File: src/rtl/led_share_arbiter.sv
// led_share_arbiter: round-robin time-sliced sharing of one LED among four requesters
module led_share_arbiter #(
  parameter int HOLD_CYCLES = 25000000,
  parameter int GAP_CYCLES  = 2
) (
  input  logic       i_Clk,
  input  logic       i_Rst_L,
  input  logic [3:0] i_Req,
  input  logic [3:0] i_Data,
  output logic [3:0] o_Grant,
  output logic       o_LED,
  output logic       o_Busy
);
  localparam int CW = $clog2(HOLD_CYCLES + 1);
  localparam int GW = $clog2(GAP_CYCLES + 1);
  localparam logic [CW-1:0] CNT_MAX = CW'(HOLD_CYCLES - 1);
  localparam logic [GW-1:0] GAP_MAX = GW'(GAP_CYCLES - 1);
  typedef enum logic [1:0] {IDLE, GRANT, GAP} state_t;
  state_t        state, state_nxt;
  logic [CW-1:0] cnt, cnt_nxt;
  logic [GW-1:0] gap_cnt, gap_nxt;
  logic [1:0]    owner, owner_nxt, last, last_nxt, win;
  logic [3:0]    grant_nxt;
  logic          led_nxt, slice_end;
  assign o_Busy    = state != IDLE;
  assign slice_end = (cnt == CNT_MAX) && |(i_Req & ~o_Grant);
  // round-robin pick: scan from last+1 round to last, first requester found wins
  always_comb begin
    win = last;
    for (int k = 3; k >= 0; k--)
      if (i_Req[last + 2'(k + 1)]) win = last + 2'(k + 1);
  end
  // next-state and next-output logic; LED and grant are forced off outside GRANT
  always_comb begin
    state_nxt = state;
    cnt_nxt   = cnt;
    gap_nxt   = gap_cnt;
    owner_nxt = owner;
    last_nxt  = last;
    grant_nxt = o_Grant;
    led_nxt   = o_LED;
    case (state)
      IDLE: begin
        grant_nxt = 4'b0;
        led_nxt   = 1'b0;
        if (|i_Req) begin
          state_nxt = GRANT;
          owner_nxt = win;
          last_nxt  = win;
          grant_nxt = 4'b0001 << win;
          cnt_nxt   = '0;
        end
      end
      GRANT: begin
        if (!i_Req[owner] || slice_end) begin
          state_nxt = GAP;
          grant_nxt = 4'b0;
          led_nxt   = 1'b0;
          gap_nxt   = '0;
        end else begin
          led_nxt = i_Data[owner];
          cnt_nxt = (cnt == CNT_MAX) ? cnt : cnt + 1'b1;
        end
      end
      GAP: begin
        grant_nxt = 4'b0;
        led_nxt   = 1'b0;
        if (gap_cnt == GAP_MAX) state_nxt = IDLE;
        else gap_nxt = gap_cnt + 1'b1;
      end
      default: begin
        state_nxt = IDLE;
        grant_nxt = 4'b0;
        led_nxt   = 1'b0;
      end
    endcase
  end
  // state and datapath registers; reset gives requester 0 first priority
  always_ff @(posedge i_Clk or negedge i_Rst_L) begin
    if (!i_Rst_L) begin
      state   <= IDLE;
      cnt     <= '0;
      gap_cnt <= '0;
      owner   <= 2'd0;
      last    <= 2'd3;
      o_Grant <= 4'b0;
      o_LED   <= 1'b0;
    end else begin
      state   <= state_nxt;
      cnt     <= cnt_nxt;
      gap_cnt <= gap_nxt;
      owner   <= owner_nxt;
      last    <= last_nxt;
      o_Grant <= grant_nxt;
      o_LED   <= led_nxt;
    end
  end
endmodule
File: config.mk
export PLATFORM = sky130hd
export DESIGN_NAME = led_share_arbiter
export DESIGN_NICKNAME = d
export VERILOG_FILES = /design/src/rtl/led_share_arbiter.sv
export SDC_FILE = /design/constraint.sdc
export NUM_CORES = 1
export LEC_CHECK = 0
export BUFFER_PORTS_ARGS = -buffer_cell sky130_fd_sc_hd__buf_4
export CELL_PAD_IN_SITES_DETAIL_PLACEMENT = 2
export CELL_PAD_IN_SITES_GLOBAL_PLACEMENT = 2
export CORE_MARGIN = 5
export CORE_UTILIZATION = 30
export CTS_CLUSTER_DIAMETER = 40
export DETAILED_ROUTE_END_ITERATION = 10
export PLACE_DENSITY = 0.61
export SETUP_SLACK_MARGIN = 0.4
export SLEW_MARGIN = 0
export SYNTH_ARGS = -nofsm -noshare
export SYNTH_HDL_FRONTEND = slang
export SYNTH_SLANG_ARGS = --single-unit
File: constraint.sdc
create_clock -name i_Clk -period 3.37 [get_ports i_Clk]
set_clock_uncertainty 0.1 [all_clocks]
set_input_delay 0.337 -clock i_Clk [delete_from_list [all_inputs] [get_ports i_Clk]]
set_output_delay 0.337 -clock i_Clk [all_outputs]
set_load 0.01 [all_outputs]
# Word level (Yosys, flattened, before mapping)
# Cells that the tools add are included.
[totals]
out_inout_bits = 6
n_memories = 0
input_bits = 10
mem_bits_ro = 0
ramBits = 0
latchBits = 0
word_cells = 71
register_bits = 38
[classes]
muxes = 29
order_cmp = 4
n_mul = 0
div_mod_pow = 0
n_shift = 1
eq_ne = 10
n_addsub = 5
reduce_logical = 13
bitwise_logic = 2
[op_table]
columns = ["op", "n"]
rows = [
  ["two-way mux 25 bit", 3],
  ["case mux 25 bit (2 select lines)", 1],
  ["adder 25 x 1 -> 25 bit, second input constant", 1],
  ["equality test 25 bit, second input constant", 1],
  ["two-way mux 2 bit", 8],
  ["< comparator 2 x 3 -> 1 bit, second input constant", 4],
  ["inequality test 2 bit, second input constant", 6],
  ["binary-select mux 1 bit (select 2 bit)", 5],
  ["two-way mux 4 bit", 2],
  ["case mux 4 bit (2 select lines)", 1],
  ["OR reduction 4 bit", 2],
  ["two-way mux 1 bit", 7],
  ["case mux 2 bit (3 select lines)", 1],
  ["AND reduction 3 bit", 2],
  ["nonzero test 2 bit", 3],
  ["adder 2 x 1 -> 2 bit, second input constant", 2],
  ["adder 2 bit, second input constant", 2],
  ["bitwise AND 4 bit", 1],
  ["equality test 2 x 1 -> 1 bit, second input constant", 2],
  ["NOT 4 bit", 1],
  ["case mux 2 bit (2 select lines)", 1],
  ["AND reduction 4 bit", 1],
  ["<< shifter 1 x 2 -> 4 bit, first input constant", 1],
  ["equality test 2 bit, second input constant", 1],
  ["5 further kinds", 5],
]

# Logic depth before layout (Yosys ltp)
# Gate-level depths: netlist (run 1).
[logic_depth]
ltp_word = 9
ltp_mapped = 7
depth_no_buf = 6

# Least setup slack after synthesis (run 1)
# No wires, ideal clock.
[synth_timing]
path_type = "register to register"
from = "register cnt[0]"
to = "register o_Grant[0]"
slack_ps = 1538
period_less_slack_ps = 1832
required_time_ps = 3149
arrival_time_ps = 1611
path_buffers = 0
setup_ps = 121
stages_incl_launch_ff = 7
path_cell_list = "dfrtp_1 > ha_1 > and4_2 > nand4_1 > a311oi_1 > nor2_1 > a22o_1"
[synth_between]
elab_chain_len = 4
[synth_rtl]
columns = ["element", "line", "source"]
rows = [
  ["start, declared", "20", "logic [CW-1:0] cnt, cnt_nxt;"],
  ["start signal, assigned", "90", "cnt <= cnt_nxt;"],
  ["equality test 25 bit", "26", "assign slice_end = (cnt == CNT_MAX) && |(i_Req & ~o_Grant);"],
  ["logical AND 1 bit", "26", ""],
  ["logical OR 1 bit", "55", "if (!i_Req[owner] || slice_end) begin"],
  ["inequality test 2 bit (no line)", "n/a", ""],
  ["end signal, assigned", "94", "o_Grant <= grant_nxt;"],
  ["end, declared", "10", "output logic [3:0] o_Grant,"],
]
# Every way passes these cells.
# A chain may end at the register's enable or synchronous reset.

# Worst setup path after layout (run 1)
[layout_timing]
from = "register cnt[0]"
to = "register cnt[10]"
[layout_between]
elab_chain_len = 5
word_cells_on_any_way = 10
cone_classes = "add/sub: 1; eq/ne: 3; mux: 3; reduce/logical: 3"
[layout_rtl]
columns = ["element"]
rows = [
  ["parallel branches: the longest is 5 deep, another holds adder 25 x 1 -> 25 bit"],
]
# Several ways; the timed one is not identified. The select of a mux whose other input is x is not followed.

==> flow_summary_export.csv, run 1 <==
group,metric,value,unit
run_status,status,"complete, no violations",
timing,setup_slack,0.9372,ns
finish,num_antenna_cells,0,
floorplan,start_util,30.60,%
yosys,synth_edf_count,0,
critical_path,crit_required,3.49,ns
critical_path,crit_end,"cnt[10]",
yosys,async_flop_share,100.0,%
grt,antenna_found_initial,0,
critical_path,crit_path_cell_trace,"ha_1, and4_2, nand4_1, or3_2, a21oi_1",
critical_path,worstSetupPathType,"reg -> reg",
routing,viasPerCell,5.463,
yosys,yosys.area.top_type,"dfrtp_1",
grt,grt_pass1_wl,9825,µm
power,p_int,0.0009339,W
timing,rsz0062_at_grt,"no",
routing,vias,1699,
routing,first_pass_iters,4,
power,ir_worst_vdd,260.4,µV
timing,final_hold_viol_count,0,
timing,worstMarginPinSlew,0.6847,ns
yosys,syn_nets,223,
power,seqPwrFrac,42.5,%
yosys,synthTopCellsByArea,"dfrtp_1 44%, xnor2_1 5.5%, nor2_1 4.4%",
power,combinationalPowerShare,35.1,%
timing,report.final.setup_viol,0,
placement,io_buffer_count,15,
job,drv_cap,0,
grt,grt_usage,14.54,%
grt,grt_pass1_vias,1957,
finish,layout-drive-gt1-share,17.32,%
critical_path,worstPathArrival,2.55,ns
floorplan,io_pins,16,
power,leakagePower,1.006,nW
clock_network,clock_latency,0.29,ns
min_path,hold_class,"in -> reg",
yosys,ys_seq_elements,38,
timing,final.setup.tns,0,ns
floorplan,dieArea,8608,µm²
finish,fill_cells,737,
finish,regArea,953.4,µm²
finish,multi_input_area,1015,µm²
yosys,syn_avg_cell_area,9.743,µm²
yosys,yosysSeqAreaShare,46.38,%
routing,dr.first_iter.drc_count,35,
routing,ant_nets,0,
routing,drc,0,
clock_network,cts_setup_buffers,0,
floorplan,core-area,6719,µm²
placement,place.gp.congestion,0.7617,
floorplan,num_rows,30,
yosys,synth.top_cell.area_share,43.82,%
critical_path,cp-end-kind,"flip-flop",
routing,post_drt_wl_per_cell,18.07,µm
critical_path,slowest_stage,"or3_2",
critical_path,crit_start,"cnt[0]",
floorplan,die_h,92.78,µm
clock_network,clkSinkCount,38,
yosys,netlist_area,2056,µm²
critical_path,reg2regPathDepth,5,
timing,layout_min_cycle_time,2.433,ns
critical_path,start_kind,"flip-flop",
yosys,synthCells,211,
timing,clock.fmax,0.4110,GHz
grt,grt_max_degree,39,
clock_network,path_clk_slew,0.08,ns
clock_network,cts_root_buffer,"clkbuf_8",
power,swShare,37.20,%
clock_network,cts_hold_buf,1,
critical_path,r2r-start,"cnt[0]",
clock_network,cts_resized,0,
clock_network,cts_tree,"built",
routing,drt-total-wl,5620,µm
finish,nets,242,
placement,pre_cts_ws,0.9550,ns
timing,drv_slew,0,
power,clockPowerShare,22.3,%
timing,min_period_over_period,72.19,%
clock_network,cts_buffers,5,
finish,mostFrequentLayoutCell,"dfrtp_1",
power,switchingPower,0.0005532,W
critical_path,cp_max_fo,11,
floorplan,die_w,92.78,µm
critical_path,r2r-end,"cnt[10]",
yosys,yosysWarnings,0,
finish,areaGrowthSynthToFinish,14.12,%
critical_path,reg2reg_slack,0.94,ns
clock_network,clockBufferDepth,2,
yosys,synth_cell_types,50,
yosys,synth_ff_type,"dfrtp_1",
finish,final_cell_mix,"36 x dfrtp_1, 24 x nor2_1, 17 x buf_4, 14 x o21ai_0",
power,p_per_area,633.9,nW/µm²
critical_path,critPathMaxStageDelay,0.67,ns
timing,max_slew_margin,54.22,%
grt,grt_overflow,0,
placement,hpwl,4185,µm
clock_network,htree_levels,2,
## power by group through the flow
stage	clock (W)	sequential, W	combinational, W
after detailed placement	0	0.000641	0.000539
after global placement	0	0.000632	0.000510
after CTS	0.000344	0.000633	0.000542
after global routing	0.000365	0.000645	0.000593
after floorplan	0	0.000627	0.000331
final	0.000332	0.000632	0.000523
## critical path: cells and delay by family, from the launching register on
kind	cells	cell delay (ns)
adder cells (fa/ha/maj)	1	0.21
AND/OR/NAND/NOR	3	1.50
AO/OA/AOI/OAI	1	0.14
flip-flops	1	0.41
## flip-flops by register name, summed over array words and instances, names as in the netlist
name     count
state        2
o_LED        1
o_Grant      4
cnt         25
gap_cnt      2
owner        2
last         2
## worst min path at each step
| stage | slack, ns | cells past startpoint | end | startpoint |
|---|---|---|---|---|
| floorplan | -0.06 | 0 | cnt[0] | i_Rst_L |
| global route | 0.43 | 3 | o_LED | i_Data[0] |
| global placement | 0.24 | 1 | cnt[9] | i_Rst_L |
| detailed placement | 0.25 | 1 | cnt[9] | i_Rst_L |
| finish | 0.40 | 3 | o_LED | i_Data[0] |
| CTS | 0.41 | 3 | o_LED | i_Data[0] |
## cells by family (layout without fill, tap and decap cells)
| family | Yosys count | after routing | share of synthesized area (%) |
|---|---|---|---|
| xor+xnor | 14 | 14 | 5.965 |
| buf+inv | 19 | 39 | 4.260 |
| fa+ha+maj | 2 | 2 | 1.217 |
| simple gates | 96 | 96 | 27.15 |
| mux | 2 | 2 | 2.374 |
| compound gates | 40 | 40 | 12.66 |
| flops | 38 | 38 | 46.38 |
## area by class of cell
class / instances / area share [%]
Clock inverter: 1 / 0.2133
Inverter: 13 / 2.080
Tap cell: 80 / 4.267
Clock buffer: 7 / 3.680
Multi-Input combinational cell: 154 / 43.25
Timing Repair Buffer: 18 / 5.867
Sequential cell: 38 / 40.64
## Yosys cell counts (2+ instances only)
| master | n |
|---|---|
| dfstp_2 | 2 |
| and2_1 | 5 |
| or3_1 | 5 |
| or4_1 | 2 |
| buf_4 | 2 |
| nor4_4 | 2 |
| nor2_1 | 24 |
| nand2_1 | 13 |
| nor3_1 | 7 |
| and3_1 | 2 |
| clkbuf_1 | 2 |
| nand3_1 | 9 |
| and4_1 | 2 |
| nand4_1 | 6 |
| a21o_1 | 2 |
| inv_1 | 13 |
| or2_2 | 3 |
| ha_1 | 2 |
| a21oi_1 | 8 |
| xnor2_1 | 13 |
| nand2b_1 | 4 |
| nor3_2 | 2 |
| a22o_1 | 2 |
| o21ai_0 | 14 |
| o31ai_1 | 3 |
| dfrtp_1 | 36 |
| o211ai_1 | 3 |
## metrics by stage
| stage | cell area [µm²] | util (%) | cells | hold WS (ns) | total power [W] |
|---|---|---|---|---|---|
| floorplan | 2056 | - | 211 | -0.05859 | 0.0009576 |
| global placement | 2245 | 33.41 | 302 | 0.2438 | 0.001141 |
| detailed placement | 2245 | 33.41 | 302 | 0.2538 | 0.001180 |
| CTS | 2346 | 34.92 | 311 | 0.4085 | 0.001518 |
| global route | 2346 | 34.92 | 311 | 0.4314 | 0.001603 |
| finish | 2346 | 34.92 | 311 | 0.4041 | 0.001487 |
## per-layer routing
metal / global-route usage (%) / share of wire (%)
met5: 0 / 0
met4: 3.785 / 1.2
met3: 3.493 / 3.1
met2: 26.33 / 52
met1: 17.08 / 44
No activity file was read; power rests on OpenSTA's default activity.
==> inputs of run 2 (changes only) <==
clock period = 2.5 ns   (was 3.37 ns; I/O delays follow)
==> flow_summary_export.csv, run 2 (synthesis gave the netlist of run 1 again) <==
group,metric,value,unit
timing,drv_slew,0,
power,leakagePower,1.052,nW
finish,layout-drive-gt1-share,22.27,%
critical_path,start_kind,"flip-flop",
critical_path,worstSetupPathType,"reg -> reg",
placement,hpwl,4098,µm
clock_network,path_clk_slew,0.08,ns
routing,wl_met2,2795,µm
critical_path,crit_end,"o_Grant[0]",
routing,met3_length,188,µm
floorplan,core-area,6719,µm²
grt,grt_overflow,0,
routing,drt-total-wl,5583,µm
grt,grt_usage,13.81,%
routing,ant_nets,0,
timing,setup_slack,0.4801,ns
finish,num_antenna_cells,0,
timing,final_hold_viol_count,0,
min_path,hold_class,"in -> reg",
critical_path,critPathMaxStageDelay,0.47,ns
finish,largest_registers,"cnt x25, o_Grant x4",
timing,clock.fmax,0.4951,GHz
finish,mostFrequentLayoutCell,"dfrtp_1",
clock_network,clock_latency,0.29,ns
routing,first_pass_iters,4,
job,drv_cap,0,
routing,top_layer,"met4",
critical_path,crit_start,"cnt[1]",
timing,min_period_over_period,80.80,%
finish,areaGrowthSynthToFinish,20.09,%
critical_path,critPathTopFamily,"compound AO/OA/AOI/OAI gates",
power,finalPower,0.002126,W
placement,io_buffer_count,15,
grt,grt_max_degree,39,
critical_path,reg2regPathDepth,6,
routing,wl_met1,2550,µm
timing,layout_min_cycle_time,2.020,ns
routing,drc,0,
routing,post_drt_wl_per_cell,17.56,µm
critical_path,slowest_stage,"a311oi_4",
critical_path,cp.depth,6,
timing,report.final.setup_viol,0,
routing,vias,1680,
critical_path,crit_buf_inv,0,
timing,final.setup.tns,0,ns
finish,largest_reg_flops,25,
clock_network,clockBufferDepth,2,
grt,grt_pass1_vias,1916,
floorplan,io_pins,16,
critical_path,cp_max_fo,4,
routing,dr.first_iter.drc_count,32,
timing,worstMarginPinSlew,0.5048,ns
power,p_per_area,861.1,nW/µm²
critical_path,r2r-end,"o_Grant[0]",
floorplan,die_h,92.78,µm
critical_path,crit_required,2.58,ns
clock_network,cts_buffers,5,
finish,regArea,954.7,µm²
critical_path,crit_path_cell_trace,"ha_4, and4_4, nand4_1, a311oi_4, nor2_4, a22o_1",
grt,grt_pass1_wl,9494,µm
clock_network,htree_levels,2,
floorplan,die_w,92.78,µm
finish,fill_cells,740,
critical_path,reg2reg_slack,0.48,ns
placement,place.gp.congestion,0.7276,
finish,nets,249,
clock_network,clkSinkCount,38,
power,ir_worst_vdd,343.8,µV
critical_path,worstPathArrival,2.10,ns
critical_path,r2r-start,"cnt[1]",
floorplan,dieArea,8608,µm²
finish,final_util,36.74,%
finish,top_register,"cnt",
routing,viasPerCell,5.283,
grt,antenna_found_initial,0,
clock_network,cts_tree,"built",
finish,multi_input_area,1065,µm²
run_status,status,"complete, no violations",
finish,final_cell_mix,"35 x dfrtp_1, 24 x buf_4, 23 x nor2_1",
clock_network,cts_root_buffer,"clkbuf_8",
placement,pre_cts_ws,0.2936,ns
critical_path,cp-end-kind,"flip-flop",
floorplan,start_util,30.60,%
timing,max_slew_margin,66.35,%
floorplan,num_rows,30,
timing,rsz0062_at_grt,"yes",
## run 2: cell type report
| type | instances | share of cell area, % |
|---|---|---|
| Multi-Input combinational cell | 154 | 43.13 |
| Sequential cell | 38 | 38.67 |
| Timing Repair Buffer | 25 | 7.704 |
| Clock buffer | 8 | 4.460 |
| Tap cell | 80 | 4.055 |
| Inverter | 13 | 1.977 |
## run 2: worst reg2reg max path, cell delays in order (launching register included)
cell and delay, ns:
dfrtp_1 0.42, ha_4 0.16, and4_4 0.24, nand4_1 0.22, a311oi_4 0.47, nor2_4 0.10, a22o_1 0.22
## run 2: through the flow
step	hold slack, ns	area, µm²	cells
after floorplan	-0.1456	2056	211
after global placement	0.1600	2260	304
after detailed placement	0.1644	2260	304
after CTS	0.2911	2394	314
after global routing	0.3009	2469	318
final	0.3070	2469	318
## run 2: worst min-delay path by stage
stage	start	to	cells past startpoint
after floorplan	i_Rst_L	cnt[0]	0
after global routing	i_Data[0]	o_LED	3
after global placement	i_Rst_L	cnt[9]	1
final	i_Data[0]	o_LED	3
after CTS	i_Data[0]	o_LED	3
after detailed placement	i_Rst_L	cnt[9]	1
## run 2: per-layer routing
layer / vias to the layer above / global-route usage [%]
li1: 799 / -
met1: 855 / 16.81
met2: 20 / 24.36
met3: 6 / 3.493
met4: 0 / 3.175
met5: - / 0
## run 2: power by group
group / internal [W] / total (W) / switching [W] / leakage [nW]
combinational: 0.000327 / 0.000764 / 0.000437 / 0.485
clock: 0.000279 / 0.000509 / 0.000230 / 0.0575
sequential: 0.000741 / 0.000853 / 0.000111 / 0.509
## run 2: what timing repair did
| action | 4_1_cts | 5_1_grt |
|---|---|---|
| hold buffers | 1 | 0 |
| endpoints found under the hold margin | 36 | 0 |
| setup endpoints to repair | 10 | 17 |
| pin swaps | 1 | 5 |
| gates resized for setup | 1 | 10 |
| setup buffers | 1 | 4 |
==> inputs of run 3 (changes only) <==
clock period = 2 ns   (was 2.5 ns; I/O delays follow)
==> flow_summary_export.csv, run 3 (synthesis gave the netlist of run 1 again) <==
group,metric,value,unit
run_status,status,"complete, no violations",
power,p_per_area,1057,nW/µm²
job,drv_cap,0,
routing,dr.first_iter.drc_count,19,
routing,first_pass_iters,4,
placement,place.gp.congestion,0.7363,
clock_network,clock_latency,0.29,ns
grt,grt_pass1_vias,2025,
critical_path,start_kind,"flip-flop",
routing,post_drt_wl_per_cell,19.31,µm
clock_network,clkSinkCount,38,
critical_path,cp-end-kind,"flip-flop",
grt,grt_pass1_wl,10410,µm
grt,grt_max_degree,39,
routing,drc,0,
clock_network,htree_levels,2,
grt,antenna_found_initial,0,
timing,layout_min_cycle_time,1.892,ns
clock_network,cts_tree,"built",
finish,largest_reg_flops,25,
finish,mostFrequentLayoutCell,"buf_4",
critical_path,worstSetupPathType,"reg -> reg",
timing,report.final.setup_viol,0,
timing,hold_ws,0.2724,ns
timing,rsz0062_at_grt,"yes",
floorplan,die_h,92.78,µm
timing,drv_slew,0,
floorplan,core-area,6719,µm²
clock_network,cts_buffers,5,
timing,max_slew_margin,64.16,%
clock_network,cts_root_buffer,"clkbuf_8",
timing,clock.fmax,0.5286,GHz
finish,top_register,"cnt",
finish,largest_registers,"cnt x25, o_Grant x4",
floorplan,io_pins,16,
critical_path,crit_required,2.07,ns
routing,vias,1790,
grt,grt_overflow,0,
clock_network,path_clk_slew,0.08,ns
floorplan,die_w,92.78,µm
finish,final_cell_mix,"37 x buf_4, 36 x dfrtp_1, 18 x nor2_1",
power,leakagePower,1.154,nW
timing,final_hold_viol_count,0,
placement,hpwl,4260,µm
power,finalPower,0.002846,W
grt,grt_usage,15.59,%
routing,viasPerCell,5.327,
finish,nets,268,
critical_path,cp_max_fo,4,
floorplan,num_rows,30,
power,ir_worst_vdd,701.1,µV
timing,worstMarginPinSlew,0.5327,ns
routing,ant_nets,0,
routing,drt-total-wl,6487,µm
finish,num_antenna_cells,0,
floorplan,dieArea,8608,µm²
critical_path,worstPathArrival,1.96,ns
placement,io_buffer_count,15,
finish,layout-drive-gt1-share,34.77,%
finish,areaGrowthSynthToFinish,30.98,%
finish,final_util,40.07,%
clock_network,clockBufferDepth,2,
timing,min_period_over_period,94.58,%
min_path,hold_class,"in -> reg",
floorplan,start_util,30.60,%
## run 3: changes by cell type in the layout (fill, tap and decap cells not counted), moves of 4 or more
cell / previous run / this run
nor3_2: 2 / 6
buf_6: 0 / 4
nor3_1: 7 / 3
buf_4: 24 / 37
nor2_1: 23 / 18
## run 3: power breakdown
part | switching [W] | internal [W] | leakage [nW]
Combinational | 0.000687 | 0.000592 | 0.605
Clock | 0.000268 | 0.000241 | 0.0383
Sequential | 0.000134 | 0.000926 | 0.510
Total | 0.00109 | 0.00176 | 1.15
## run 3: per-stage QoR
stage / area (µm²) / cells / worst slack, ns / setup TNS (ns)
floorplan: 2083 / 211 / 0.2460 / 0
global placement: 2303 / 306 / 0.1135 / 0
detailed placement: 2303 / 306 / -0.01493 / -0.01493
CTS: 2577 / 329 / 0.1496 / 0
global route: 2693 / 336 / 0.02787 / 0
finish: 2693 / 336 / 0.1084 / 0
## run 3: layout make-up
class	count	area, µm²
Multi-Input combinational cell	155	1161
Tap cell	80	100.1
Timing Repair Buffer	43	352.8
Fill cell	720	4026
Inverter	13	48.80
Clock buffer	7	76.32
Sequential cell	38	953.4
## run 3: repair_timing
item	4_1_cts	5_1_grt
buffers inserted	14	7
cloned	1	0
endpoints found under the setup margin	38	38
hold buffers	1	0
pin swaps	15	12
hold endpoints to repair	36	0
gates resized for setup	20	19
## run 3: final timing paths
check / from / endpoint / slack (ns) / cells past startpoint
max in group asynchronous: i_Rst_L / last[1] / 1.09 / 2
worst max-delay path: cnt[1] / o_Grant[3] / 0.11 / 7
min in group asynchronous: i_Rst_L / cnt[14] / 0.33 / 2
worst min register to register: owner[1] / owner[1] / 0.44 / 1
worst min-delay path: i_Data[3] / o_LED / 0.27 / 3
worst max register to register: cnt[1] / o_Grant[3] / 0.11 / 7
## run 3: critical path, stage by stage (launching register included)
cell and delay, ns:
dfrtp_1 0.36, ha_2 0.19, and4_4 0.22, nand4_1 0.17
a311oi_2 0.27, buf_4 0.19, nor2_4 0.05, a22o_1 0.22
## run 3: metal layers
layer	GRT usage (%)	wire (µm)
met4	2.930	44
met2	29.57	3601
met1	17.96	2694
met3	3.249	146
met5	0	0
